`src/rtl/seg7_pkg.sv`:
```
// Shared constants for the seven-segment scan display.
// Holds the active-low segment table, the blank pattern and a clog2 helper.
package seg7_pkg;

    localparam logic [7:0] SEG_BLANK = 8'hFF;

    // {dp,g,f,e,d,c,b,a}, active-low, dp held off
    localparam logic [7:0] SEG_TABLE [16] = '{
        8'hC0, 8'hF9, 8'hA4, 8'hB0, 8'h99, 8'h92, 8'h82, 8'hF8,
        8'h80, 8'h90, 8'h88, 8'h83, 8'hC6, 8'hA1, 8'h86, 8'h8E
    };

    function automatic int clog2(input int v);
        int r;
        r = 0;
        while ((1 << r) < v) r++;
        return r;
    endfunction

endpackage

```
`src/rtl/seg7_scan_display_hex7seg.sv`:
```
// Hex nibble to active-low seven-segment pattern.
module hex7seg
    import seg7_pkg::*;
(
    input  logic [3:0] nib_i,
    output logic [7:0] seg_o
);

    assign seg_o = SEG_TABLE[nib_i];

endmodule

```
`src/rtl/seg7_scan_display.sv`:
```
// Time-multiplexed hex display of a selectable debug word.
// The word is snapshotted once per frame so digits never tear.
module seg7_scan_display
    import seg7_pkg::*;
#(
    parameter int N_DIGITS    = 8,
    parameter int N_CH        = 4,
    parameter int REFRESH_DIV = 100000,
    parameter int SEL_W       = 2
) (
    input  logic                       clk,
    input  logic                       rst,
    input  logic [N_CH*4*N_DIGITS-1:0] ch_data,
    input  logic [SEL_W-1:0]           ch_sel,
    input  logic                       lz_blank,
    input  logic                       freeze,
    output logic [N_DIGITS-1:0]        AN,
    output logic [7:0]                 SEG
);

    localparam int W     = 4 * N_DIGITS;
    localparam int PRE_W = clog2(REFRESH_DIV);
    localparam int IDX_W = (N_DIGITS > 1) ? clog2(N_DIGITS) : 1;

    logic [PRE_W-1:0]    pre_q, pre_d;
    logic [IDX_W-1:0]    idx_q, idx_d;
    logic [W-1:0]        snap_q, snap_d;
    logic [N_DIGITS-1:0] an_q, an_d;
    logic [7:0]          seg_q, seg_d;
    logic                tick;
    logic                frame_start;
    logic [W-1:0]        chan_word;
    logic [N_DIGITS-1:0] blank_mask;
    logic                zero_run;
    logic [3:0]          nib;
    logic                digit_blank;
    logic [7:0]          dec_seg;

    assign tick        = (pre_q == PRE_W'(REFRESH_DIV - 1));
    assign frame_start = tick && (idx_q == IDX_W'(N_DIGITS - 1));

    // Out-of-range selects fall back to channel 0
    always_comb begin
        chan_word = ch_data[W-1:0];
        for (int k = 1; k < N_CH; k++) begin
            if (32'(ch_sel) == k) chan_word = ch_data[k*W +: W];
        end
    end

    always_comb begin
        pre_d  = tick ? '0 : pre_q + 1'b1;
        idx_d  = idx_q;
        snap_d = snap_q;
        if (tick) begin
            idx_d = (idx_q == IDX_W'(N_DIGITS - 1)) ? '0 : idx_q + 1'b1;
        end
        if (frame_start && !freeze) snap_d = chan_word;
    end

    // A digit blanks when it and every more significant nibble are zero
    always_comb begin
        zero_run   = 1'b1;
        blank_mask = '0;
        for (int i = N_DIGITS - 1; i >= 0; i--) begin
            zero_run      = zero_run & (snap_q[4*i +: 4] == 4'h0);
            blank_mask[i] = zero_run & (i != 0);
        end
    end

    always_comb begin
        nib         = 4'h0;
        digit_blank = 1'b0;
        an_d        = '1;
        for (int i = 0; i < N_DIGITS; i++) begin
            if (32'(idx_q) == i) begin
                nib         = snap_q[4*i +: 4];
                digit_blank = lz_blank & blank_mask[i];
                an_d[i]     = 1'b0;
            end
        end
        if (tick) an_d = '1;
    end

    hex7seg u_hex7seg (
        .nib_i (nib),
        .seg_o (dec_seg)
    );

    // The cycle after tick is dead time for ghost suppression
    always_comb begin
        seg_d = digit_blank ? SEG_BLANK : dec_seg;
        if (tick) seg_d = SEG_BLANK;
    end

    always_ff @(posedge clk) begin
        if (rst) begin
            pre_q  <= '0;
            idx_q  <= '0;
            snap_q <= '0;
            an_q   <= '1;
            seg_q  <= SEG_BLANK;
        end else begin
            pre_q  <= pre_d;
            idx_q  <= idx_d;
            snap_q <= snap_d;
            an_q   <= an_d;
            seg_q  <= seg_d;
        end
    end

    assign AN  = an_q;
    assign SEG = seg_q;

endmodule

```
`config.mk`:
```
export PLATFORM = sky130hd
export DESIGN_NAME = seg7_scan_display
export DESIGN_NICKNAME = d
export VERILOG_FILES = /design/src/rtl/seg7_pkg.sv /design/src/rtl/seg7_scan_display_hex7seg.sv /design/src/rtl/seg7_scan_display.sv
export SDC_FILE = /design/constraint.sdc
export NUM_CORES = 1
export LEC_CHECK = 0
export BUFFER_PORTS_ARGS = -buffer_cell sky130_fd_sc_hd__buf_2
export CAP_MARGIN = 10
export CORE_MARGIN = 10
export CORE_UTILIZATION = 45
export DETAILED_ROUTE_END_ITERATION = 6
export PLACE_DENSITY = 0.83
export SLEW_MARGIN = 10
export SYNTH_ARGS = -nofsm -noshare
export SYNTH_HDL_FRONTEND = slang
export SYNTH_SLANG_ARGS = --single-unit
```
`constraint.sdc`:
```
create_clock -name clk -period 2.77 [get_ports clk]
set_clock_uncertainty 0.1 [all_clocks]
set_input_delay 0.554 -clock clk [delete_from_list [all_inputs] [get_ports clk]]
set_output_delay 0.554 -clock clk [all_outputs]
set_load 0.01 [all_outputs]
```
# --- After elaboration in Yosys (flattened, before gate mapping) ---
# Memories as Yosys holds them, arrays and structs flattened. A register that Yosys moved wholly into a read port is not among the register bits.
# Index checks and enable logic that the tools add are counted.
word_totals:
  ff_bits: 60
  mem_bits_ro: 128
  in_bits: 134
  output_inout_bits: 16
  wordCells: 72
  mem_count: 1
memory_table:
  columns: ["memory", "depth", "width", "rd", "rd_clocked_by_memory_dff", "write_ports", "line_no", "source"]
  rows:
  - ["(name not given)", 16, 8, 1, 1, 0, "seg7_scan_display_hex7seg.sv:9", "assign seg_o = SEG_TABLE[nib_i];"]
op_classes:
  addsub: 2
  eq_ne: 11
  muxes: 27
  n_bitwise: 14
  reduce_logical: 13
op_table:
  columns: ["operator", "count"]
  rows:
  - ["$mux W32", 3]
  - ["$mux W4", 8]
  - ["$logic_not A4 Y1", 7]
  - ["$add A17 B1 Y17 const B", 1]
  - ["$eq A17 B17 Y1 const B", 1]
  - ["$mux W1", 15]
  - ["$and A1 B1 Y1", 13]
  - ["$eq A3 B3 Y1 const B", 4]
  - ["$eq A3 B2 Y1 const B", 2]
  - ["$not A4 Y5", 1]
  - ["$eq A2 B2 Y1 const B", 2]
  - ["$add A3 B1 Y3 const B", 1]
  - ["$eq A3 B1 Y1 const B", 1]
  - ["$logic_not A3 Y1", 1]
  - ["$mux W3", 1]
  - ["$reduce_or A3 Y1", 1]
  - ["$eq A2 B1 Y1 const B", 1]
  - ["$logic_and A1 B1 Y1", 2]
  - ["$reduce_or A2 Y1", 1]
  - ["$logic_not A1 Y1", 1]

# --- Depth between registers and ports, before layout ---
logic_depth:
  word_depth: 16
  ltp_mapped: 14
  mapped_depth_nobuf: 12

# --- By module ---
# From an unflattened synthesis, not the netlist that was laid out.
unflattened:
  hier_cells: 457
  area_unflattened_um2: 4166.5
modules_own_cells:
  columns: ["module", "n_inst", "cells_each", "area_per_inst_um2", "seq_area_each_um2"]
  rows:
  - ["seg7_scan_display", 1, 424, 3892.5, 1361.3]
  - ["hex7seg", 1, 33, 274.0, 0.0]

# --- Worst setup path after synthesis ---
# Ideal clock, no wire load.
synth_timing:
  path_type: "register to register"
  from: "reg idx_q[0]"
  to: "reg seg_q[3] (netlist: SEG[3])"
  setup_time_ns: 0.136
  t_arrival_ns: 2.409
  required_time_ns: 2.534
  setup_slack_ns: 0.125
  path_stages_with_launch: 12
  n_path_buf: 0
  synth_period_minus_slack_ns: 2.645
  cell_sequence: "dfxtp_1 > ha_1 > ha_1 > or2_1 > a211oi_1 > o22ai_1 > a221oi_4 > inv_1 > ha_1 > inv_1 > a211oi_1 > o21ai_0"
synth_between:
  elab_chain_len: 10
  word_cells_on_any_way: 25
  cone_classes: "7 x eq/ne; 15 x mux; 1 x bitwise; 2 x reduce/logical"
synth_lines:
  columns: ["item", "line_no", "source"]
  rows:
  - ["from (decl)", "seg7_scan_display.sv:26", "logic [IDX_W-1:0] idx_q, idx_d;"]
  - ["from (signal assigned)", "seg7_scan_display.sv:104", "idx_q <= idx_d;"]
  - ["$logic_not A3 Y1", "seg7_scan_display.sv:75", "if (32'(idx_q) == i) begin"]
  - ["$mux W4 (8 in a row)", "seg7_scan_display.sv:75", null]
  - ["$not A4 Y5 (implied by the code)", "seg7_scan_display_hex7seg.sv:9", null]
  - ["to (decl)", "seg7_scan_display.sv:29", "logic [7:0] seg_q, seg_d;"]
# Several ways; a longest one is shown, not always the timed one.
# A chain may end at the register's enable or synchronous reset.

# --- Worst setup path after layout ---
layout_timing:
  from: "reg idx_q[0]"
  to: "reg seg_q[0] (netlist: SEG[0])"
# Same word-level chain as after synthesis.

==> results by group <==
Cells and area
  – Nets: 723
  – Layout cells sized above 1: a little over two fifths
  – Finished Cell Area: just over 5000 um^2
  – # diodes: 0
  – Area grow syn2layout: 28.9%

Yosys
  – Register bit total from synthesis: 67
  – Synth unique cells: 51
  – Synth area leaders: dfxtp_1 33%, mux4_2 18%, nand2_1 7.7%
  – YS warnings: 0
  – Synth Flop Type: dfxtp_1
  – Area of the mapped netlist: 4020 um^2
  – Net count after synthesis: between 500 and 600
  – Leading area contributor after synthesis: dfxtp_1
  – Post-Syn Instances: around 430
  – Post-synth top area share: between 30% and 40%
  – Register area share after synthesis: 33.4%
  – Mean Syn Cell Area: 9.44 um^2
  – Most common cell in the netlist: nand2_1
  – Number of synthesized flops with an enable pin: 0
  – Synth top cells by count: 83 x nand2_1, 67 x dfxtp_1, 41 x a21oi_1, 32 x mux4_2, 27 x nor2_1
  – Asr flop ratio synth: 0%

Run
  – Max_cap viols: 0

STA
  – Final number of setup-violating endpoints: 0
  – Slew HR: 54.9%
  – Slew @ Worst Pin: between 600 and 700 ps
  – Max Clk Rate: a little under 0.4 GHz
  – Final Critical Period: around 2600 ps
  – RSZ-0062 raised after global routing: false
  – Final hold vios: 0
  – Final Cycle Share: 93.9%
  – Slew Limit Fails: 0
  – Setup TNS: 0 ps

CTS
  – Clock root buffer: clkbuf_8
  – Worst-skew pair later-pin latency: approximately 350 ps
  – CTS max path bufs: 2
  – Reg clk slew, reported paths: ~70 ps
  – CTS Buf Count: 9
  – H-tree Lvls: 3
  – TritonCTS Sinks: 67
  – TritonCTS clock tree: done

Outcome
  – Outcome: complete, no violations

Global route
  – First-pass GRT wire length: approximately 18000 um
  – Initial antenna violation count: 0
  – Largest net degree at the start of global routing: 38
  – GRT Util Overall: about 17%
  – Vias in the first global route: just under 4000
  – Total grt overflow: 0

Place
  – Post-DP Area: 4870 um^2
  – Dpl hpwl: approximately 9300 um
  – PortBufs: approximately 150
  – Routability cong.: between 0.8 and 0.9

Critical path
  – Worst R2R Setup Slack: 170 ps
  – Crit path launch type: flip-flop
  – Reg2Reg Depth: 11
  – Critical Path RT: just under 3000 ps
  – Data arrival, critical path: between 2000 and 3000 ps
  – Critical Path End: SEG[0]
  – RR Startpoint: idx_q[0]
  – Crit Path Class: flip-flop to flip-flop
  – Critical Path End Type: flip-flop
  – Crit. Startpoint: idx_q[0]
  – Worst r2r dst: SEG[0]
  – Crit Path Max Fanout: 4

Routing
  – First-pass DRT Iterations: 4
  – DR WL/cell: around 16 um
  – Drt first-iter violations: ~200
  – Antenna Nets Post-Route: 0
  – Average vias per placed instance: 5.38
  – Final Routed Wirelength: 11400 um
  – DRC errors left: 0
  – Routed vias: approximately 3700

Pwr
  – Sequential Power Share: 44.0%
  – Switching power: approximately 470 uW
  – Part of the power in combinational logic: a little over a tenth
  – VDD IR max: roughly 0.26 mV
  – Leak: slightly above 2 nW
  – Int Pwr: 1.75 mW
  – PD cells: roughly 430 nW/um^2
  – Sw Ratio: a little over a fifth
  – Clock power frac: 45.2%

Floorplan
  – Row cnt: 34
  – Core ar.: slightly below 9000 um^2
  – Width of the die: about 110 um
  – Die area: ~13000 um^2
  – Top-Level Pins: 150
  – Die Height: between 100 and 150 um
  – Starting Density: between 40% and 50%

Worst hold path
  – Worst hold path type: flip-flop to flip-flop
## what timing repair did
item	in CTS	in global routing
hold buffers	0	0
gates resized for setup	0	10
endpoints found under the setup margin	0	6
buffers inserted	0	2
## worst max-delay path: stages (launching register included)
cell	delay, ps
dfxtp_1	340
ha_2	200
ha_1	190
or2_4	250
a211oi_2	240
o22ai_2	120
a221oi_4	290
buf_4	160
ha_2	200
nor2_1	50
mux2_2	260
o21ai_1	130
## how the worst min path moves through the flow
| stage | startpoint | end | slack, ps | cells past startpoint |
|---|---|---|---|---|
| after floorplan | pre_q[0] | pre_q[0] | 320 | 1 |
| after global placement | pre_q[0] | pre_q[0] | 330 | 1 |
| after detailed placement | pre_q[0] | pre_q[0] | 340 | 1 |
| after CTS | pre_q[0] | pre_q[0] | 360 | 1 |
| after global routing | pre_q[0] | pre_q[0] | 390 | 1 |
| final | pre_q[0] | pre_q[0] | 360 | 1 |
## kinds of logic (layout without fill, tap and decap cells)
logic type                 Yosys count  count (layout)  synth area share (%)
muxes                               39              39                  19.7
DFF                                 67              67                  33.4
adders and majority gates           13              13                  4.05
buffers and inverters               45             200                  6.04
xor gates and xnor gates            14              14                  3.05
AOI/OAI and AO/OA                   83              83                  14.4
and+or+nand+nor                    164             164                  19.3
other                                1               1                0.0933
## registers in the layout, indices dropped and copies added, names as in the netlist
name and count:
AN 8, SEG 7, snap_q 32, idx_q 3, pre_q 17
## power by group through the flow
stage,registers (mW),logic (mW),clock network [mW]
3_3_place_gp,0.998,0.235,0
3_5_place_dp,0.999,0.242,0
2_1_floorplan,1.00,0.126,0
6_report,0.976,0.239,1.00
5_1_grt,0.977,0.261,1.06
4_1_cts,0.976,0.242,1.02
## cell type report
| cell class | instances | area (um^2) |
|---|---|---|
| repair buffers | 168 | 916 |
| fillers | 754 | 3540 |
| well taps | 108 | 135 |
| multi-input cells | 314 | 2480 |
| flip-flops and latches | 67 | 1340 |
| inverters | 16 | 60.1 |
| clock inverters | 6 | 113 |
| clock buffers | 10 | 138 |
## placed cells by master (no fill, tap or decap), types with 8 or more instances in the layout
master    synthesis  layout
buf_2             8     148
nand2_1          83      83
dfxtp_1          67      67
a21oi_1          41      41
mux4_2           32      32
nor2_1           27      27
buf_4             3      18
inv_1            15      14
ha_1             13      10
clkbuf_8          0      10
a21oi_2           9       9
nand3_1           9       9
nor4_1            8       8
xnor2_1           8       8
## metrics by stage
stage / worst slack [ps] / power, mW / hold slack, ps / cells / utilization, %
finish: 168 / 2.22 / 364 / 689 / 59.4
global route: 25.2 / 2.30 / 389 / 689 / 59.4
CTS: 32.1 / 2.23 / 360 / 687 / 58.8
detailed placement: 31.7 / 1.24 / 343 / 671 / 55.9
global placement: 93.4 / 1.23 / 326 / 671 / 55.9
floorplan: 125 / 1.13 / 318 / 426 / -
## per-layer routing
| layer | wire length, um | vias to the layer above | global-route usage (%) |
|---|---|---|---|
| met3 | 877 | 12 | 6.76 |
| met4 | 97 | 0 | 3.84 |
| met1 | 4680 | 1746 | 18.5 |
| met5 | 0 | - | 0 |
| met2 | 5710 | 128 | 29.3 |
| li1 | - | 1824 | - |
Power figures use the tool's default switching activity.
